`src/rtl/axi4_lite_master_dual.sv`:
```
// AXI4-Lite master with independent read and write engines.
// Each engine accepts one command at a time over a valid/ready port, runs a
// single AXI4-Lite transaction and reports completion as a one-cycle DONE
// pulse with registered result fields that hold until the next completion.
// A per-engine watchdog ends a transaction with SLVERR if the slave hangs.
// Ports:
//   ACLK, ARESET             clock, synchronous active-high reset
//   WR_CMD_* / WR_DONE ...   user write command and completion result
//   RD_CMD_* / RD_DONE ...   user read command and completion result
//   M_AW*, M_W*, M_B*        AXI4-Lite write channels
//   M_AR*, M_R*              AXI4-Lite read channels
module axi4_lite_master_dual #(
  parameter int ADDRESS        = 32,
  parameter int DATA_WIDTH     = 32,
  parameter int STRB_WIDTH     = DATA_WIDTH/8,
  parameter int TIMEOUT_CYCLES = 1024,
  parameter int CNT_WIDTH      = 16
) (
  input  logic                  ACLK,
  input  logic                  ARESET,
  input  logic                  WR_CMD_VALID,
  output logic                  WR_CMD_READY,
  input  logic [ADDRESS-1:0]    WR_CMD_ADDR,
  input  logic [DATA_WIDTH-1:0] WR_CMD_DATA,
  input  logic [STRB_WIDTH-1:0] WR_CMD_STRB,
  output logic                  WR_DONE,
  output logic [1:0]            WR_RESP,
  output logic                  WR_TIMEOUT,
  input  logic                  RD_CMD_VALID,
  output logic                  RD_CMD_READY,
  input  logic [ADDRESS-1:0]    RD_CMD_ADDR,
  output logic                  RD_DONE,
  output logic [DATA_WIDTH-1:0] RD_DATA,
  output logic [1:0]            RD_RESP,
  output logic                  RD_TIMEOUT,
  output logic [ADDRESS-1:0]    M_AWADDR,
  output logic                  M_AWVALID,
  input  logic                  M_AWREADY,
  output logic [DATA_WIDTH-1:0] M_WDATA,
  output logic [STRB_WIDTH-1:0] M_WSTRB,
  output logic                  M_WVALID,
  input  logic                  M_WREADY,
  input  logic [1:0]            M_BRESP,
  input  logic                  M_BVALID,
  output logic                  M_BREADY,
  output logic [ADDRESS-1:0]    M_ARADDR,
  output logic                  M_ARVALID,
  input  logic                  M_ARREADY,
  input  logic [DATA_WIDTH-1:0] M_RDATA,
  input  logic [1:0]            M_RRESP,
  input  logic                  M_RVALID,
  output logic                  M_RREADY
);
  // The watchdog fires at the end of the TIMEOUT_CYCLES-th busy cycle,
  // i.e. while the counter (0 in the first busy cycle) holds TIMEOUT_CYCLES-1.
  localparam logic [CNT_WIDTH-1:0] CNT_LAST = CNT_WIDTH'(TIMEOUT_CYCLES - 1);
  localparam logic [CNT_WIDTH-1:0] CNT_MAX  = {CNT_WIDTH{1'b1}};
  localparam logic                 WDOG_EN  = (TIMEOUT_CYCLES != 0);
  localparam logic [1:0]           SLVERR   = 2'b10;

  typedef enum logic [1:0] {W_IDLE, W_ADDR, W_RESP} wstate_e;
  typedef enum logic [1:0] {R_IDLE, R_ADDR, R_DATA} rstate_e;

  wstate_e wstate_q, wstate_d;
  rstate_e rstate_q, rstate_d;
  logic [ADDRESS-1:0]    awaddr_q, awaddr_d, araddr_q, araddr_d;
  logic [DATA_WIDTH-1:0] wdata_q, wdata_d, rd_data_q, rd_data_d;
  logic [STRB_WIDTH-1:0] wstrb_q, wstrb_d;
  logic awvalid_q, awvalid_d, wvalid_q, wvalid_d, bready_q, bready_d;
  logic arvalid_q, arvalid_d, rready_q, rready_d;
  logic wr_done_q, wr_done_d, wr_to_q, wr_to_d, rd_done_q, rd_done_d, rd_to_q, rd_to_d;
  logic [1:0] wr_resp_q, wr_resp_d, rd_resp_q, rd_resp_d;
  logic [CNT_WIDTH-1:0] wcnt_q, wcnt_d, rcnt_q, rcnt_d;
  logic aw_hs, w_hs, b_hs, r_hs, wr_wdog, rd_wdog;

  assign WR_CMD_READY = (wstate_q == W_IDLE) && !ARESET;
  assign RD_CMD_READY = (rstate_q == R_IDLE) && !ARESET;

  assign aw_hs   = awvalid_q && M_AWREADY;
  assign w_hs    = wvalid_q && M_WREADY;
  assign b_hs    = (wstate_q == W_RESP) && bready_q && M_BVALID;
  assign r_hs    = (rstate_q == R_DATA) && rready_q && M_RVALID;
  assign wr_wdog = WDOG_EN && (wstate_q != W_IDLE) && (wcnt_q == CNT_LAST);
  assign rd_wdog = WDOG_EN && (rstate_q != R_IDLE) && (rcnt_q == CNT_LAST);

  // Write engine
  always_comb begin
    wstate_d  = wstate_q;
    awaddr_d  = awaddr_q;
    wdata_d   = wdata_q;
    wstrb_d   = wstrb_q;
    awvalid_d = awvalid_q;
    wvalid_d  = wvalid_q;
    bready_d  = bready_q;
    wr_done_d = 1'b0;
    wr_resp_d = wr_resp_q;
    wr_to_d   = wr_to_q;
    wcnt_d    = wcnt_q;
    if (wstate_q != W_IDLE && wcnt_q != CNT_MAX) wcnt_d = wcnt_q + 1'b1;
    case (wstate_q)
      W_IDLE: if (WR_CMD_VALID) begin
        awaddr_d  = WR_CMD_ADDR;
        wdata_d   = WR_CMD_DATA;
        wstrb_d   = WR_CMD_STRB;
        awvalid_d = 1'b1;
        wvalid_d  = 1'b1;
        wcnt_d    = '0;
        wstate_d  = W_ADDR;
      end
      W_ADDR: begin
        // AW and W retire independently; a dropped VALID marks its channel done.
        if (aw_hs) awvalid_d = 1'b0;
        if (w_hs)  wvalid_d  = 1'b0;
        if ((!awvalid_q || aw_hs) && (!wvalid_q || w_hs)) begin
          bready_d = 1'b1;
          wstate_d = W_RESP;
        end
      end
      W_RESP: if (b_hs) begin
        bready_d  = 1'b0;
        wr_resp_d = M_BRESP;
        wr_to_d   = 1'b0;
        wr_done_d = 1'b1;
        wstate_d  = W_IDLE;
      end
      default: wstate_d = W_IDLE;
    endcase
    // A completing handshake in the same cycle beats the watchdog.
    if (wr_wdog && !b_hs) begin
      awvalid_d = 1'b0;
      wvalid_d  = 1'b0;
      bready_d  = 1'b0;
      wr_resp_d = SLVERR;
      wr_to_d   = 1'b1;
      wr_done_d = 1'b1;
      wstate_d  = W_IDLE;
    end
  end

  // Read engine
  always_comb begin
    rstate_d  = rstate_q;
    araddr_d  = araddr_q;
    arvalid_d = arvalid_q;
    rready_d  = rready_q;
    rd_data_d = rd_data_q;
    rd_resp_d = rd_resp_q;
    rd_done_d = 1'b0;
    rd_to_d   = rd_to_q;
    rcnt_d    = rcnt_q;
    if (rstate_q != R_IDLE && rcnt_q != CNT_MAX) rcnt_d = rcnt_q + 1'b1;
    case (rstate_q)
      R_IDLE: if (RD_CMD_VALID) begin
        araddr_d  = RD_CMD_ADDR;
        arvalid_d = 1'b1;
        rcnt_d    = '0;
        rstate_d  = R_ADDR;
      end
      R_ADDR: if (M_ARREADY) begin
        arvalid_d = 1'b0;
        rready_d  = 1'b1;
        rstate_d  = R_DATA;
      end
      R_DATA: if (r_hs) begin
        rready_d  = 1'b0;
        rd_data_d = M_RDATA;
        rd_resp_d = M_RRESP;
        rd_to_d   = 1'b0;
        rd_done_d = 1'b1;
        rstate_d  = R_IDLE;
      end
      default: rstate_d = R_IDLE;
    endcase
    if (rd_wdog && !r_hs) begin
      arvalid_d = 1'b0;
      rready_d  = 1'b0;
      rd_resp_d = SLVERR;
      rd_to_d   = 1'b1;
      rd_done_d = 1'b1;
      rstate_d  = R_IDLE;
    end
  end

  always_ff @(posedge ACLK) begin
    if (ARESET) begin
      wstate_q  <= W_IDLE;
      rstate_q  <= R_IDLE;
      awaddr_q  <= '0;
      wdata_q   <= '0;
      wstrb_q   <= '0;
      araddr_q  <= '0;
      rd_data_q <= '0;
      awvalid_q <= 1'b0;
      wvalid_q  <= 1'b0;
      bready_q  <= 1'b0;
      arvalid_q <= 1'b0;
      rready_q  <= 1'b0;
      wr_done_q <= 1'b0;
      rd_done_q <= 1'b0;
      wr_to_q   <= 1'b0;
      rd_to_q   <= 1'b0;
      wr_resp_q <= '0;
      rd_resp_q <= '0;
      wcnt_q    <= '0;
      rcnt_q    <= '0;
    end else begin
      wstate_q  <= wstate_d;
      rstate_q  <= rstate_d;
      awaddr_q  <= awaddr_d;
      wdata_q   <= wdata_d;
      wstrb_q   <= wstrb_d;
      araddr_q  <= araddr_d;
      rd_data_q <= rd_data_d;
      awvalid_q <= awvalid_d;
      wvalid_q  <= wvalid_d;
      bready_q  <= bready_d;
      arvalid_q <= arvalid_d;
      rready_q  <= rready_d;
      wr_done_q <= wr_done_d;
      rd_done_q <= rd_done_d;
      wr_to_q   <= wr_to_d;
      rd_to_q   <= rd_to_d;
      wr_resp_q <= wr_resp_d;
      rd_resp_q <= rd_resp_d;
      wcnt_q    <= wcnt_d;
      rcnt_q    <= rcnt_d;
    end
  end

  assign M_AWADDR   = awaddr_q;
  assign M_AWVALID  = awvalid_q;
  assign M_WDATA    = wdata_q;
  assign M_WSTRB    = wstrb_q;
  assign M_WVALID   = wvalid_q;
  assign M_BREADY   = bready_q;
  assign M_ARADDR   = araddr_q;
  assign M_ARVALID  = arvalid_q;
  assign M_RREADY   = rready_q;
  assign WR_DONE    = wr_done_q;
  assign WR_RESP    = wr_resp_q;
  assign WR_TIMEOUT = wr_to_q;
  assign RD_DONE    = rd_done_q;
  assign RD_DATA    = rd_data_q;
  assign RD_RESP    = rd_resp_q;
  assign RD_TIMEOUT = rd_to_q;
endmodule

```
`config.mk`:
```
export PLATFORM = sky130hd
export DESIGN_NAME = axi4_lite_master_dual
export DESIGN_NICKNAME = d
export VERILOG_FILES = /design/src/rtl/axi4_lite_master_dual.sv
export SDC_FILE = /design/constraint.sdc
export NUM_CORES = 1
export LEC_CHECK = 0
export BUFFER_PORTS_ARGS = -buffer_cell sky130_fd_sc_hd__buf_2
export CAP_MARGIN = 15
export CELL_PAD_IN_SITES_DETAIL_PLACEMENT = 0
export CELL_PAD_IN_SITES_GLOBAL_PLACEMENT = 1
export CORE_MARGIN = 5
export CORE_UTILIZATION = 33
export CTS_BUF_LIST = sky130_fd_sc_hd__clkbuf_16
export DETAILED_ROUTE_END_ITERATION = 8
export PLACE_DENSITY_LB_ADDON = 0.1
export SLEW_MARGIN = 10
export SYNTH_ARGS = -nofsm -noshare
export SYNTH_HDL_FRONTEND = slang
export SYNTH_SLANG_ARGS = --single-unit
export TNS_END_PERCENT = 50
```
`constraint.sdc`:
```
create_clock -name ACLK -period 2.4 [get_ports ACLK]
set_clock_uncertainty 0.2 [all_clocks]
set_input_delay 0.6 -clock ACLK [delete_from_list [all_inputs] [get_ports ACLK]]
set_output_delay 0.6 -clock ACLK [all_outputs]
set_load 0.005 [all_outputs]
```
==> summary.md <==
| Metric | Value |
|---|---|
| Routability cong. | `0.808` |
| Total area of multi-input combinational cells | `2940 µm²` |
| Ratio of routed vias to standard cells | `4.78` |
| Area share of xor/xnor cells in the synthesized design | `0.00258` |
| Complex-gate fraction of the synthesized area | `0.169` |
| Met3 wire length | `about 960 µm` |
| Area of the mapped netlist | `6780 µm²` |
| MaxCap Viol Count | `0` |
| Worst hold slack | `202 ps` |
| Overflow after GRT | `0` |
| Worst slack at placement | `around 320 ps` |
| Least setup slack across all paths after layout | `around 150 ps` |
| Combinational family with the most area after synthesis | `simple AND/OR/NAND/NOR gates` |
| Vias in the first global route | `between 6,000 and 7,000` |
| Kind of path behind the tightest hold check | `in2reg` |
| Setup repair after global routing missed its margin | `false` |
| Wirelength, routed | `21,700 µm` |
| # resized after CTS | `0` |
| Placed Cells incl. Taps | `1,379` |
| Status | `completed` |
| Sinks on the clock net | `181` |
| Detailed-routed wire length on met2 | `between 10,000 and 15,000 µm` |
| Post-DR wirelength/cell | `between 15 and 20 µm` |
| Number of antenna violations at the first check in global routing | `2` |
| Final standard cell count with taps included and fillers excluded | `1,413` |
| I/O Pins | `just under 300` |
| Detail Placement HPWL | `roughly 16,000 µm` |
| YS warnings | `0` |
| Wire length of the first global-routing pass | `34,000 µm` |
| Power density cells | `between 700 and 800 nW/µm²` |
| Count of unique library cells instantiated by Yosys | `between 40 and 50` |
| Placement row count | `52` |
| Routed met1 length | `9460 µm` |
| Share of the clock period used by the worst path after layout | `0.935` |
| Die outline height | `153 µm` |
| Share of the synthesized area in the top cell type | `0.535` |
| Floorplan core area | `20,200 µm²` |
| Post-Synth Simple-Gate Area | `0.253` |
| Multiplexer share of the synthesized area | `0.00295` |
| Adder-cell share of the synthesized area | `0.00369` |
| CTS tree | `yes` |
| Data required time of the critical path | `1600 ps` |
| H-Tree Level Count | `4` |
| Inserted Clock Buffers | `17` |
| Post-synthesis net count | `997` |
| Endpoints failing hold | `0` |
| Die Wd | `153 µm` |
| Global routing usage summed across all routing layers | `0.177` |
| Final critical delay including setup and external delays | `about 2200 ps` |
| Register area | `3620 µm²` |
| Clock-pin slew on the worst setup and hold paths | `roughly 70 ps` |
| Maximum fanout count along the critical path | `9` |
| Detailed Routing Iterations Pass 1 | `4` |
| CP Data Arrival Time | `1450 ps` |
| Number of nets with antenna violations after routing | `0` |
| Area of the die | `approximately 24,000 µm²` |
| Clock latency at the later pin of the worst-skew pair | `between 400 and 500 ps` |
| Net total in the final layout | `1,275` |
| Final number of max-transition violations | `0` |
| Kind of end point of the critical path | `primary output` |
| Violation count after the first detailed-route iteration | `348` |
| Longest Clk Path Bufs | `2` |
| Initial core utilization | `0.335` |
| Final std cell area, no fill | `9170 µm²` |
| Port Buffer Count | `a little under 300` |
| Maximum clock frequency | `445 MHz` |
| Filler instances | `2,134` |
| Slew at the pin with the worst max-slew slack | `roughly 740 ps` |
| Maximum vdd ir drop | `about 0.00048 V` |
| Post-Syn Instances | `850` |
| Top layer used by detailed routing | `met4` |
| Slew margin rel. | `0.505` |
| Post-place instance area | `around 8600 µm²` |
| Setup TNS | `0 ps` |
| Count of hold buffers inserted by post-cts repair | `0` |
| Post-CTS Setup Repair Bufs | `0` |
| Area growth from synthesis to layout | `35.4%` |
| Total number of vias | `6,754` |
| Fraction of the yosys area taken by sequential cells | `0.535` |
| Synth Register Bits | `181` |
| Fraction of final layout cells with drive strength greater than 1 | `0.314` |
| Maximum number of pins on one net before global-route repair | `73` |
| Mean post-synth cell area | `7.97 µm²` |
| Largest cells by area after synthesis | `sky130_fd_sc_hd__dfxtp_1 53%, sky130_fd_sc_hd__nand2_1 16%, sky130_fd_sc_hd__a21oi_1 13%` |
| Library cell used as clock root buffer | `sky130_fd_sc_hd__clkbuf_16` |
| Static Leakage | `3.98 nW` |
| Largest area contributor in the netlist | `sky130_fd_sc_hd__dfxtp_1` |
| Drc violations | `0` |
| Critical Path Source Type | `flip-flop` |
| Setup CP Type | `reg2out` |
| Final number of setup-violating endpoints | `0` |
flip-flops by register name, indices dropped and copies added (netlist names):
| name | cells |
|---|---|
| WR_RESP | 2 |
| RD_RESP | 2 |
| wcnt_q | 16 |
| RD_TIMEOUT | 1 |
| RD_DATA | 32 |
| M_AWVALID | 1 |
| M_WDATA | 32 |
| M_BREADY | 1 |
| M_ARVALID | 1 |
| M_RREADY | 1 |
| M_WSTRB | 4 |
| rcnt_q | 16 |
| M_AWADDR | 32 |
| WR_DONE | 1 |
| M_WVALID | 1 |
| RD_DONE | 1 |
| rstate_q | 2 |
| M_ARADDR | 32 |
| WR_TIMEOUT | 1 |
| wstate_q | 2 |
worst max-delay path, stage by stage (launching register included):
cell                      delay, ps
sky130_fd_sc_hd__dfxtp_1        390
sky130_fd_sc_hd__or2_2          390
sky130_fd_sc_hd__nor2_1         110
sky130_fd_sc_hd__buf_2          120
kinds of logic after synthesis:
group | after synthesis
AOI/OAI and AO/OA | 213
xor gates and xnor gates | 2
adders and majority gates | 2
buffers and inverters | 60
DFF | 181
muxes | 2
and+or+nand+nor | 390
report_power, final:
group / total, mW / switching [mW] / internal (mW)
clock: 2.84 / 1.28 / 1.57
sequential: 3.21 / 0.0735 / 3.14
combinational: 0.727 / 0.420 / 0.306
total: 6.78 / 1.77 / 5.01
path summary, 6_finish.rpt:
| kind | from | end | slack [ps] | depth (start not counted) |
|---|---|---|---|---|
| setup reg to reg | rcnt_q[0]$_SDFF_PP0_ | rcnt_q[0]$_SDFF_PP0_ | 320 | 6 |
| hold / removal | WR_CMD_ADDR[10] | M_AWADDR[10]$_SDFFE_PP0P_ | 200 | 3 |
| setup / recovery | rstate_q[1]$_SDFFE_PP0P_ | RD_CMD_READY | 150 | 3 |
| hold reg to reg | M_ARADDR[26]$_SDFFE_PP0P_ | M_ARADDR[26]$_SDFFE_PP0P_ | 250 | 2 |
per-stage QoR:
stage	utilization	power, mW
after floorplan	-	3.63
after global placement	0.424	4.02
after detailed placement	0.424	4.03
after CTS	0.453	6.89
after global routing	0.453	7.09
final	0.453	6.78
routing by layer:
layer | track usage | up-vias
li1 | - | 3447
met1 | 0.219 | 3118
met2 | 0.305 | 165
met3 | 0.0387 | 24
met4 | 0.0611 | 0
met5 | 0 | -
cell usage after synthesis:
| master | number |
|---|---|
| sky130_fd_sc_hd__o41ai_1 | 3 |
| sky130_fd_sc_hd__o2111ai_1 | 2 |
| sky130_fd_sc_hd__buf_1 | 6 |
| sky130_fd_sc_hd__buf_2 | 4 |
| sky130_fd_sc_hd__a31oi_1 | 3 |
| sky130_fd_sc_hd__nor3_1 | 6 |
| sky130_fd_sc_hd__or4_4 | 1 |
| sky130_fd_sc_hd__or4_1 | 10 |
| sky130_fd_sc_hd__o31ai_1 | 8 |
| sky130_fd_sc_hd__inv_1 | 5 |
| sky130_fd_sc_hd__nand3b_1 | 2 |
| sky130_fd_sc_hd__nand3_1 | 14 |
| sky130_fd_sc_hd__nor4_1 | 5 |
| sky130_fd_sc_hd__or3b_2 | 1 |
| sky130_fd_sc_hd__nand2_1 | 288 |
| sky130_fd_sc_hd__o211ai_1 | 3 |
| sky130_fd_sc_hd__a21oi_1 | 170 |
| sky130_fd_sc_hd__and4_1 | 3 |
| sky130_fd_sc_hd__o221ai_1 | 1 |
| sky130_fd_sc_hd__o22ai_1 | 1 |
| sky130_fd_sc_hd__nor3b_1 | 3 |
| sky130_fd_sc_hd__o21a_1 | 1 |
| sky130_fd_sc_hd__nand4_1 | 10 |
| sky130_fd_sc_hd__buf_4 | 1 |
| sky130_fd_sc_hd__and3_1 | 3 |
| sky130_fd_sc_hd__nor2_1 | 17 |
| sky130_fd_sc_hd__nor4b_1 | 1 |
| sky130_fd_sc_hd__nand4_2 | 1 |
| sky130_fd_sc_hd__nand4b_1 | 2 |
| sky130_fd_sc_hd__nor2b_1 | 1 |
| sky130_fd_sc_hd__clkbuf_1 | 44 |
| sky130_fd_sc_hd__o21ai_0 | 15 |
| sky130_fd_sc_hd__o21ba_2 | 1 |
| sky130_fd_sc_hd__xor2_1 | 2 |
| sky130_fd_sc_hd__nor4_2 | 2 |
| sky130_fd_sc_hd__a41o_1 | 1 |
| sky130_fd_sc_hd__a211oi_1 | 2 |
| sky130_fd_sc_hd__or2_2 | 4 |
| sky130_fd_sc_hd__mux2i_1 | 2 |
| sky130_fd_sc_hd__ha_1 | 2 |
| sky130_fd_sc_hd__or2_0 | 2 |
| sky130_fd_sc_hd__o31a_1 | 1 |
| sky130_fd_sc_hd__dfxtp_1 | 181 |
| sky130_fd_sc_hd__or3_1 | 14 |
| sky130_fd_sc_hd__o311ai_0 | 1 |
cell type report:
| type | instances | area share |
|---|---|---|
| tap | 270 | 0.0368 |
| sequential | 181 | 0.395 |
| antenna | 2 | 0.000546 |
| clock buffer | 17 | 0.0464 |
| multi-input combinational | 609 | 0.320 |
| inverter | 5 | 0.00205 |
| clock inverter | 15 | 0.0184 |
| timing repair buffer | 314 | 0.181 |
cell usage in the layout (no fill, tap or decap), types with 3 or more instances in the layout:
master,netlist,final
sky130_fd_sc_hd__a21oi_1,170,170
sky130_fd_sc_hd__a31oi_1,3,3
sky130_fd_sc_hd__and3_1,3,3
sky130_fd_sc_hd__and4_1,3,3
sky130_fd_sc_hd__buf_2,4,290
sky130_fd_sc_hd__buf_4,1,22
sky130_fd_sc_hd__clkbuf_16,0,17
sky130_fd_sc_hd__dfxtp_1,181,181
sky130_fd_sc_hd__inv_1,5,6
sky130_fd_sc_hd__inv_6,0,4
sky130_fd_sc_hd__inv_8,0,3
sky130_fd_sc_hd__nand2_1,288,287
sky130_fd_sc_hd__nand3_1,14,14
sky130_fd_sc_hd__nand4_1,10,10
sky130_fd_sc_hd__nor2_1,17,17
sky130_fd_sc_hd__nor3_1,6,6
sky130_fd_sc_hd__nor3b_2,0,3
sky130_fd_sc_hd__nor4_1,5,5
sky130_fd_sc_hd__o211ai_1,3,3
sky130_fd_sc_hd__o21ai_0,15,15
sky130_fd_sc_hd__o31ai_1,8,8
sky130_fd_sc_hd__o41ai_1,3,3
sky130_fd_sc_hd__or2_2,4,4
sky130_fd_sc_hd__or3_1,14,14
sky130_fd_sc_hd__or4_1,10,10
(Power assumes the default switching activity.)
